===== src/rtl/game_timer_pkg.sv =====
// Shared definitions for the game countdown timer: state encoding and default sizing.
package game_timer_pkg;

  localparam int SEC_W        = 7;
  localparam int DEFAULT_SECS = 120;
  localparam int WARN_SECS    = 10;

  typedef enum logic [1:0] {
    IDLE    = 2'd0,
    RUN     = 2'd1,
    PAUSED  = 2'd2,
    EXPIRED = 2'd3
  } state_t;

endpackage


===== src/rtl/game_timer_ctrl_if.sv =====
// Command/status bundle between the game FSM, the prescaler chain and the timer controller.
// master = game FSM / prescaler side, slave = game_timer_ctrl.
interface game_timer_ctrl_if #(
  parameter int SEC_W = game_timer_pkg::SEC_W
);
  logic             start;
  logic             pause;
  logic             stop;
  logic [SEC_W-1:0] load_secs;
  logic             one_sec_tick;
  logic             tick_en;
  logic             prescaler_clr;
  logic [SEC_W-1:0] seconds_left;
  logic             running;
  logic             expired;
  logic             warn;

  modport master (
    output start, pause, stop, load_secs, one_sec_tick,
    input  tick_en, prescaler_clr, seconds_left, running, expired, warn
  );

  modport slave (
    input  start, pause, stop, load_secs, one_sec_tick,
    output tick_en, prescaler_clr, seconds_left, running, expired, warn
  );
endinterface


===== src/rtl/sec_downcounter.sv =====
// Loadable seconds down-counter that saturates at zero instead of wrapping.
// zero_next flags that the next decrement lands on zero.
module sec_downcounter #(
  parameter int W = 7
) (
  input  logic         clk,
  input  logic         rst,
  input  logic         load,
  input  logic [W-1:0] load_val,
  input  logic         dec,
  output logic [W-1:0] count,
  output logic         zero_next
);

  logic [W-1:0] count_reg;

  // load wins over dec; dec at zero holds so the count never wraps
  always_ff @(posedge clk) begin
    if (rst) begin
      count_reg <= '0;
    end else if (load) begin
      count_reg <= load_val;
    end else if (dec && (count_reg != '0)) begin
      count_reg <= count_reg - W'(1);
    end
  end

  assign count     = count_reg;
  assign zero_next = (count_reg == W'(1));

endmodule


===== src/rtl/game_timer_ctrl.sv =====
// Round timer sequencer: drives the prescaler chain and counts seconds down.
// Optional low-time warning output is built only when GAME_TIMER_WARN_EN is defined.
module game_timer_ctrl #(
  parameter int SEC_W        = game_timer_pkg::SEC_W,
  parameter int DEFAULT_SECS = game_timer_pkg::DEFAULT_SECS,
  parameter int WARN_SECS    = game_timer_pkg::WARN_SECS
) (
  input logic              clk,
  input logic              rst,
  game_timer_ctrl_if.slave bus
);
  import game_timer_pkg::*;

  localparam logic [SEC_W-1:0] DEFAULT_VAL = SEC_W'(DEFAULT_SECS);

  state_t           state_reg, state_next;
  logic             tick_en_reg, running_reg, clr_reg, expired_reg;
  logic             clr_next, expired_next;
  logic             cnt_load, cnt_dec, cnt_is_one;
  logic [SEC_W-1:0] cnt, load_val;

  assign load_val = (bus.load_secs == '0) ? DEFAULT_VAL : bus.load_secs;

  sec_downcounter #(.W(SEC_W)) u_cnt (
    .clk       (clk),
    .rst       (rst),
    .load      (cnt_load),
    .load_val  (load_val),
    .dec       (cnt_dec),
    .count     (cnt),
    .zero_next (cnt_is_one)
  );

  // Next state and counter controls; priority stop > tick > start > pause
  always_comb begin
    state_next   = state_reg;
    cnt_load     = 1'b0;
    cnt_dec      = 1'b0;
    clr_next     = 1'b0;
    expired_next = 1'b0;
    if (bus.stop) begin
      state_next = IDLE;
      clr_next   = 1'b1;
    end else begin
      case (state_reg)
        IDLE, EXPIRED: begin
          if (bus.start) begin
            state_next = RUN;
            cnt_load   = 1'b1;
            clr_next   = 1'b1;
          end
        end
        RUN: begin
          if (bus.one_sec_tick) begin
            // the tick is counted first; expiry beats a simultaneous pause
            cnt_dec = 1'b1;
            if (cnt_is_one) begin
              state_next   = EXPIRED;
              expired_next = 1'b1;
            end else if (bus.pause) begin
              state_next = PAUSED;
            end
          end else if (bus.pause) begin
            state_next = PAUSED;
          end
        end
        PAUSED: begin
          // resume keeps the prescaler's partial second: no reload, no clear
          if (bus.start) begin
            state_next = RUN;
          end
        end
        default: state_next = IDLE;
      endcase
    end
  end

  // State and registered outputs; tick_en waits one cycle behind a prescaler clear
  always_ff @(posedge clk) begin
    if (rst) begin
      state_reg   <= IDLE;
      tick_en_reg <= 1'b0;
      running_reg <= 1'b0;
      clr_reg     <= 1'b0;
      expired_reg <= 1'b0;
    end else begin
      state_reg   <= state_next;
      tick_en_reg <= (state_next == RUN) && !clr_next;
      running_reg <= (state_next == RUN);
      clr_reg     <= clr_next;
      expired_reg <= expired_next;
    end
  end

  assign bus.tick_en       = tick_en_reg;
  assign bus.running       = running_reg;
  assign bus.prescaler_clr = clr_reg;
  assign bus.expired       = expired_reg;
  assign bus.seconds_left  = cnt;

`ifdef GAME_TIMER_WARN_EN
  localparam logic [SEC_W-1:0] WARN_VAL = SEC_W'(WARN_SECS);

  logic             warn_reg;
  logic [SEC_W-1:0] cnt_next;

  // Mirror of the counter's next value so warn lines up with seconds_left
  always_comb begin
    cnt_next = cnt;
    if (cnt_load) begin
      cnt_next = load_val;
    end else if (cnt_dec && (cnt != '0)) begin
      cnt_next = cnt - SEC_W'(1);
    end
  end

  // Warning only while a round is live (running or paused) and time is low
  always_ff @(posedge clk) begin
    if (rst) begin
      warn_reg <= 1'b0;
    end else begin
      warn_reg <= ((state_next == RUN) || (state_next == PAUSED)) &&
                  (cnt_next != '0) && (cnt_next <= WARN_VAL);
    end
  end

  assign bus.warn = warn_reg;
`else
  assign bus.warn = 1'b0;
`endif

endmodule


===== src/flat_wrapper.sv =====
// flat-port wrapper written by rule: the top's interface ports become plain ports
module game_timer_ctrl_flat import game_timer_pkg::*;
#(
  parameter int SEC_W        = game_timer_pkg::SEC_W,
  parameter int DEFAULT_SECS = game_timer_pkg::DEFAULT_SECS,
  parameter int WARN_SECS    = game_timer_pkg::WARN_SECS
)
  (clk, rst, bus_start, bus_pause, bus_stop, bus_load_secs, bus_one_sec_tick, bus_tick_en, bus_prescaler_clr, bus_seconds_left, bus_running, bus_expired, bus_warn);
  game_timer_ctrl_if #(.SEC_W(SEC_W)) bus_i ();
  input logic clk;
  input logic rst;
  input wire logic [$bits(bus_i.start)-1:0] bus_start;
  input wire logic [$bits(bus_i.pause)-1:0] bus_pause;
  input wire logic [$bits(bus_i.stop)-1:0] bus_stop;
  input wire logic [$bits(bus_i.load_secs)-1:0] bus_load_secs;
  input wire logic [$bits(bus_i.one_sec_tick)-1:0] bus_one_sec_tick;
  output wire logic [$bits(bus_i.tick_en)-1:0] bus_tick_en;
  output wire logic [$bits(bus_i.prescaler_clr)-1:0] bus_prescaler_clr;
  output wire logic [$bits(bus_i.seconds_left)-1:0] bus_seconds_left;
  output wire logic [$bits(bus_i.running)-1:0] bus_running;
  output wire logic [$bits(bus_i.expired)-1:0] bus_expired;
  output wire logic [$bits(bus_i.warn)-1:0] bus_warn;
  assign bus_i.start = bus_start;
  assign bus_i.pause = bus_pause;
  assign bus_i.stop = bus_stop;
  assign bus_i.load_secs = bus_load_secs;
  assign bus_i.one_sec_tick = bus_one_sec_tick;
  assign bus_tick_en = bus_i.tick_en;
  assign bus_prescaler_clr = bus_i.prescaler_clr;
  assign bus_seconds_left = bus_i.seconds_left;
  assign bus_running = bus_i.running;
  assign bus_expired = bus_i.expired;
  assign bus_warn = bus_i.warn;
  game_timer_ctrl #(.SEC_W(SEC_W), .DEFAULT_SECS(DEFAULT_SECS), .WARN_SECS(WARN_SECS)) u_core (.clk(clk), .rst(rst), .bus(bus_i));
endmodule

===== config.mk =====
export PLATFORM = sky130hd
export DESIGN_NAME = game_timer_ctrl_flat
export DESIGN_NICKNAME = d
export VERILOG_FILES = /design/src/rtl/game_timer_pkg.sv /design/src/rtl/game_timer_ctrl_if.sv /design/src/rtl/sec_downcounter.sv /design/src/rtl/game_timer_ctrl.sv /design/src/flat_wrapper.sv
export SDC_FILE = /design/constraint.sdc
export NUM_CORES = 1
export LEC_CHECK = 0
export BUFFER_PORTS_ARGS = -buffer_cell sky130_fd_sc_hd__buf_2
export CORE_AREA = 2 2 44 46
export DETAILED_ROUTE_END_ITERATION = 8
export DIE_AREA = 0 0 46 48
export MAX_ROUTING_LAYER = met4
export PLACE_DENSITY = 0.7
export SETUP_SLACK_MARGIN = 0.02
export SLEW_MARGIN = 20
export SYNTH_ARGS = -nofsm -noshare
export SYNTH_HDL_FRONTEND = slang
export SYNTH_SLANG_ARGS = --single-unit

===== constraint.sdc =====
create_clock -name clk -period 1.9 [get_ports clk]
set_input_delay 0.095 -clock clk [delete_from_list [all_inputs] [get_ports clk]]
set_output_delay 0.095 -clock clk [all_outputs]
set_load 0.1 [all_outputs]

==> flow_metrics.tcl, run 1 <==
set metrics [dict create \
    status "finished, final reports clean" \
    crit_start "u_core.u_cnt.count[0]" \
    mostFrequentLayoutCells "23 x buf_2, 9 x nor2_1, 6 x dfxtp_1" \
    clockBufferDepth 2 \
    crit_arrival_ns 1.93 \
    synth_cell_type_count 36 \
    grt_first_pass_wirelength_um 2780 \
    clk_latency_ns 0.28 \
    mostFrequentLayoutCell "buf_2" \
    syn-num-nets 99 \
    track_usage 0.183 \
    grt_pass1_vias 623 \
    drc 0 \
    cts_tree "built" \
    cts.repair.resized 0 \
    yosys-top-cells-area "dfxtp_1 35%, ha_1 6.7%, nand3b_1 5.1%" \
    die_h_um 48 \
    cts_buffers 3 \
    place_hpwl_um 1340 \
    maxCapViolations 0 \
    dr.pass1.iters 4 \
    finalHoldViolCount 0 \
    placed_area_um2 900 \
    r2r_start "u_core.u_cnt.count[0]" \
    ios 25 \
    tns_ns 0 \
    netlist.area_leader.share 0.351 \
    drtIter0Drc 14 \
    start_kind "flop" \
    hold_class "input pin to flop" \
    grt_overflow 0 \
    cts-root-buf "clkbuf_4" \
    dp_slack_ns 0.201 \
    fin_crit_sh 0.905 \
    maxSlewViolCount 0 \
    largest_register_ffs 7 \
    antenna_found_initial 0 \
    syn-cell-area_um2 742 \
    area_growth_pct 25.0 \
    vdd_drop_max_v 0.000453 \
    postCtsSetupBuffers 0 \
    ctsHtreeMaxLevel 1 \
    finalSetupViolations 0 \
    wl_per_cell_um 14.1 \
    fin_skew_ns 0.00225 \
    synth-seq-area-share 0.351 \
    fin_util 0.549 \
    powerDensity_nw_per_um2 827 \
    viasPerCell 5.75 \
    num_antenna_cells 0 \
    netlist.top_cell.by_area "dfxtp_1" \
    rsz0062_at_grt "false" \
    routabilityCongestion 0.784 \
    die_area_um2 2210 \
    netlist_instances 82 \
    rows 15 \
    totalWireLength_um 1780 \
    crit_required_ns 2.11 \
    hp-start "bus_load_secs[1]" \
    ant_nets 0 \
    nFillCells 161 \
    end_kind "flop" \
    io_buffers 23 \
    worst-setup-path-type "flop to flop" \
    coreArea_um2 1690 \
    crit_fanout 6 \
    final.min_clock_period_ns 1.72 \
    initial_core_util 0.439 \
    grt_max_degree 13 \
    die_w_um 46 \
    worst_slack_ns 0.180 \
    ys_seq_elements 13 \
    cts.sink_count 13 \
    synth.avg_cell_area_um2 9.05 \
    final_nets 127 \
    p_leak_nw 0.393 \
    yosysWarnings 0 \
    layout-drive-gt1-share 0.394 \
    vias 725 \
    cts_hold_buffers 0 \
    stdcell_area_um2 927 \
    clk_pin_slew_worst_paths_ns 0.09 \
    fmax_mhz 581 \
]
[metrics by stage]
stage / total power (W) / hold slack (ns) / instances
after floorplan: 0.000530 / 0.186 / 82
after global placement: 0.000586 / 0.348 / 122
after detailed placement: 0.000590 / 0.350 / 122
after CTS: 0.000773 / 0.0487 / 126
after global routing: 0.000804 / 0.0720 / 126
final: 0.000766 / 0.0554 / 126
[cell families (layout without fill, tap and decap cells)]
kind of cell | Yosys count | after routing | share of synthesized area
AOI/OAI and AO/OA | 20 | 20 | 0.224
xor gates and xnor gates | 2 | 2 | 0.0236
adders and majority gates | 4 | 4 | 0.0675
buffers and inverters | 8 | 35 | 0.0455
DFF | 13 | 13 | 0.351
other | 1 | 1 | 0.00505
and+or+nand+nor | 34 | 34 | 0.283
[cell type report]
type                            instances  area, µm²  share of cell area
Multi-Input combinational cell         61        448               0.483
Timing Repair Buffer                   26        138               0.148
Sequential cell                        13        274               0.296
Clock buffer                            3       22.5              0.0243
Clock inverter                          1       5.00             0.00540
Inverter                                5       18.8              0.0202
Tap cell                               17       21.3              0.0229
[routing by layer]
layer  vias to the layer above  routed length, µm  share of wire  GRT usage
li1                        358                  -              -          -
met2                        22                780           0.44      0.269
met5                         -                  0              0          -
met3                         2                 92          0.052     0.0340
met1                       343                886           0.50      0.248
met4                         0                 21          0.012     0.0686
[synthesized netlist by cell type]
library cell / n
nor3_2: 1
nor4_1: 1
nand4_1: 1
clkbuf_1: 2
buf_4: 1
and2_1: 3
a211o_1: 1
a2111oi_4: 1
dfxtp_1: 13
and4_1: 1
xnor2_1: 2
or3_1: 2
nand3_1: 2
conb_1: 1
o31ai_1: 1
nor3b_1: 1
a211oi_2: 1
o211ai_1: 1
or4_4: 1
nand3b_1: 5
nor3_1: 2
o221ai_1: 2
nor2_1: 9
a21oi_1: 4
o41ai_1: 2
o21ai_0: 2
and3b_1: 1
inv_1: 5
or3b_2: 1
a21oi_2: 1
ha_1: 4
nand2b_1: 1
a31oi_1: 1
or4_1: 1
and3_1: 1
a211oi_1: 3
[critical path: stages, from the launching register on]
cell	delay, ns
dfxtp_4	0.38
inv_1	0.05
ha_1	0.23
nor3b_1	0.18
buf_4	0.15
a2111oi_4	0.34
xnor2_1	0.12
a211oi_2	0.21
[worst paths after layout]
check                                to  slack [ns]  cells after the start
hold reg to reg   u_core.u_cnt.count[6]        0.50                      2
hold / removal    u_core.u_cnt.count[1]        0.06                      3
setup / recovery  u_core.u_cnt.count[5]        0.18                      7
setup reg to reg  u_core.u_cnt.count[5]        0.18                      7
[power by group]
part	switching [W]	internal, W
registers	0.0000224	0.000291
logic	0.000197	0.0000755
clock network	0.000102	0.0000782
(Power assumes the default switching activity.)
==> run 2: changes to the inputs <==
- clock period: 1.9 -> 2.11 ns (I/O delays scaled with it)
==> flow_metrics.tcl, run 2 (synthesis results as in run 1) <==
set metrics [dict create \
    swShare 0.413 \
    postCtsSetupBuffers 0 \
    die_h_um 48 \
    cts-root-buf "clkbuf_4" \
    cts_hold_buffers 0 \
    cts_buffers 3 \
    dp_cells 119 \
    ant_nets 0 \
    switching_power_w 0.000278 \
    mostFrequentLayoutCells "23 x buf_2, 11 x dfxtp_1, 9 x nor2_1, 5 x inv_1, 5 x nand3b_1" \
    placed_area_um2 866 \
    track_usage 0.166 \
    io_buffers 23 \
    tightest_slew_ns 0.498 \
    clockBufferDepth 2 \
    ios 25 \
    crit_fanout 9 \
    crit_required_ns 2.31 \
    grt_overflow 0 \
    status "finished, final reports clean" \
    ctsHtreeMaxLevel 1 \
    grt_first_pass_wirelength_um 2560 \
    fmax_mhz 555 \
    final.min_clock_period_ns 1.80 \
    crit_arrival_ns 2.00 \
    internal_power_w 0.000395 \
    combinationalPowerShare 0.347 \
    grt_max_degree 13 \
    worst_slack_ns 0.308 \
    layout-drive-gt1-share 0.321 \
    fin_crit_sh 0.854 \
    finalHoldViolCount 0 \
    final_cells 123 \
    p_seq_frac 0.416 \
    num_antenna_cells 0 \
    clk_pin_slew_worst_paths_ns 0.09 \
    end_kind "flop" \
    rsz0062_at_grt "false" \
    area_growth_pct 20.2 \
    stdcell_area_um2 892 \
    cts.sink_count 13 \
    grt_pass1_vias 582 \
    vias 688 \
    mostFrequentLayoutCell "buf_2" \
    coreArea_um2 1690 \
    die_area_um2 2210 \
    p_leak_nw 0.373 \
    drc 0 \
    slew_headroom 0.667 \
    start_kind "flop" \
    fin_skew_ns 0.00933 \
    cts_tree "built" \
    dr.pass1.iters 4 \
    drtIter0Drc 15 \
    routabilityCongestion 0.749 \
    worst-setup-path-type "flop to flop" \
    fin_util 0.528 \
    wl_per_cell_um 12.6 \
    place_hpwl_um 1170 \
    maxCapViolations 0 \
    tns_ns 0 \
    vdd_drop_max_v 0.000537 \
    die_w_um 46 \
    power.share.clock 0.237 \
    powerDensity_nw_per_um2 754 \
    max_stage_delay_ns 0.45 \
    largest_register_ffs 7 \
    antenna_found_initial 0 \
    hold_class "input pin to flop" \
    final_nets 124 \
    viasPerCell 5.59 \
    initial_core_util 0.439 \
    maxSlewViolCount 0 \
    slowest_stage "nor3b_1" \
    cts.repair.resized 0 \
    rows 15 \
    totalWireLength_um 1540 \
    dp_slack_ns 0.327 \
    finalSetupViolations 0 \
    clk_latency_ns 0.28 \
    cp_cell_sequence "inv_1 -> ha_1 -> nor3b_1 -> a21oi_2 -> and4_1 -> nor4_1" \
]
## run 2: cell types whose count changed in the layout (fill, tap and decap cells not counted), sizes merged
cell    before  now
buf         26   23
clkbuf       3    4
clkinv       1    0
## run 2: area by class of cell
class / count / area (µm²)
Sequential cell: 13 / 263
Tap cell: 17 / 21.3
Multi-Input combinational cell: 61 / 448
Fill cell: 151 / 797
Timing Repair Buffer: 23 / 115
Clock buffer: 4 / 26.3
Inverter: 5 / 18.8
## run 2: worst max-delay path: cells and delay by family, from the launching register on
family,cells,cell delay (ns)
AND/OR/NAND/NOR,3,0.90
flip-flops,1,0.34
AO/OA/AOI/OAI,1,0.22
adder cells (fa/ha/maj),1,0.19
buffers and inverters,1,0.07
## run 2: metal layers
| metal | GRT usage | vias up | wire (µm) |
|---|---|---|---|
| met5 | - | - | 0 |
| met4 | 0.0343 | 0 | 10 |
| met3 | 0.0566 | 2 | 79 |
| met2 | 0.233 | 20 | 648 |
| met1 | 0.230 | 308 | 806 |
| li1 | - | 358 | - |
## run 2: final timing paths
check	from	end	slack, ns	cells after the start
setup / recovery	u_core.u_cnt.count[1]	u_core.u_cnt.count[2]	0.31	6
hold / removal	bus_load_secs[1]	u_core.u_cnt.count[1]	0.08	3
setup reg to reg	u_core.u_cnt.count[1]	u_core.u_cnt.count[2]	0.31	6
hold reg to reg	u_core.u_cnt.count[6]	u_core.u_cnt.count[6]	0.53	2
## run 2: stage by stage
| step | power (W) | hold WS, ns |
|---|---|---|
| detailed placement | 0.000518 | 0.356 |
| floorplan | 0.000476 | 0.199 |
| global route | 0.000707 | 0.0873 |
| finish | 0.000673 | 0.0756 |
| global placement | 0.000518 | 0.358 |
| CTS | 0.000675 | 0.0693 |
## run 2: power by group through the flow
stage	clock (W)	combinational, W	sequential, W
after floorplan	0	0.0000928	0.000383
after global placement	0	0.000232	0.000285
after detailed placement	0	0.000232	0.000286
after CTS	0.000162	0.000234	0.000280
after global routing	0.000173	0.000251	0.000283
final	0.000159	0.000234	0.000280
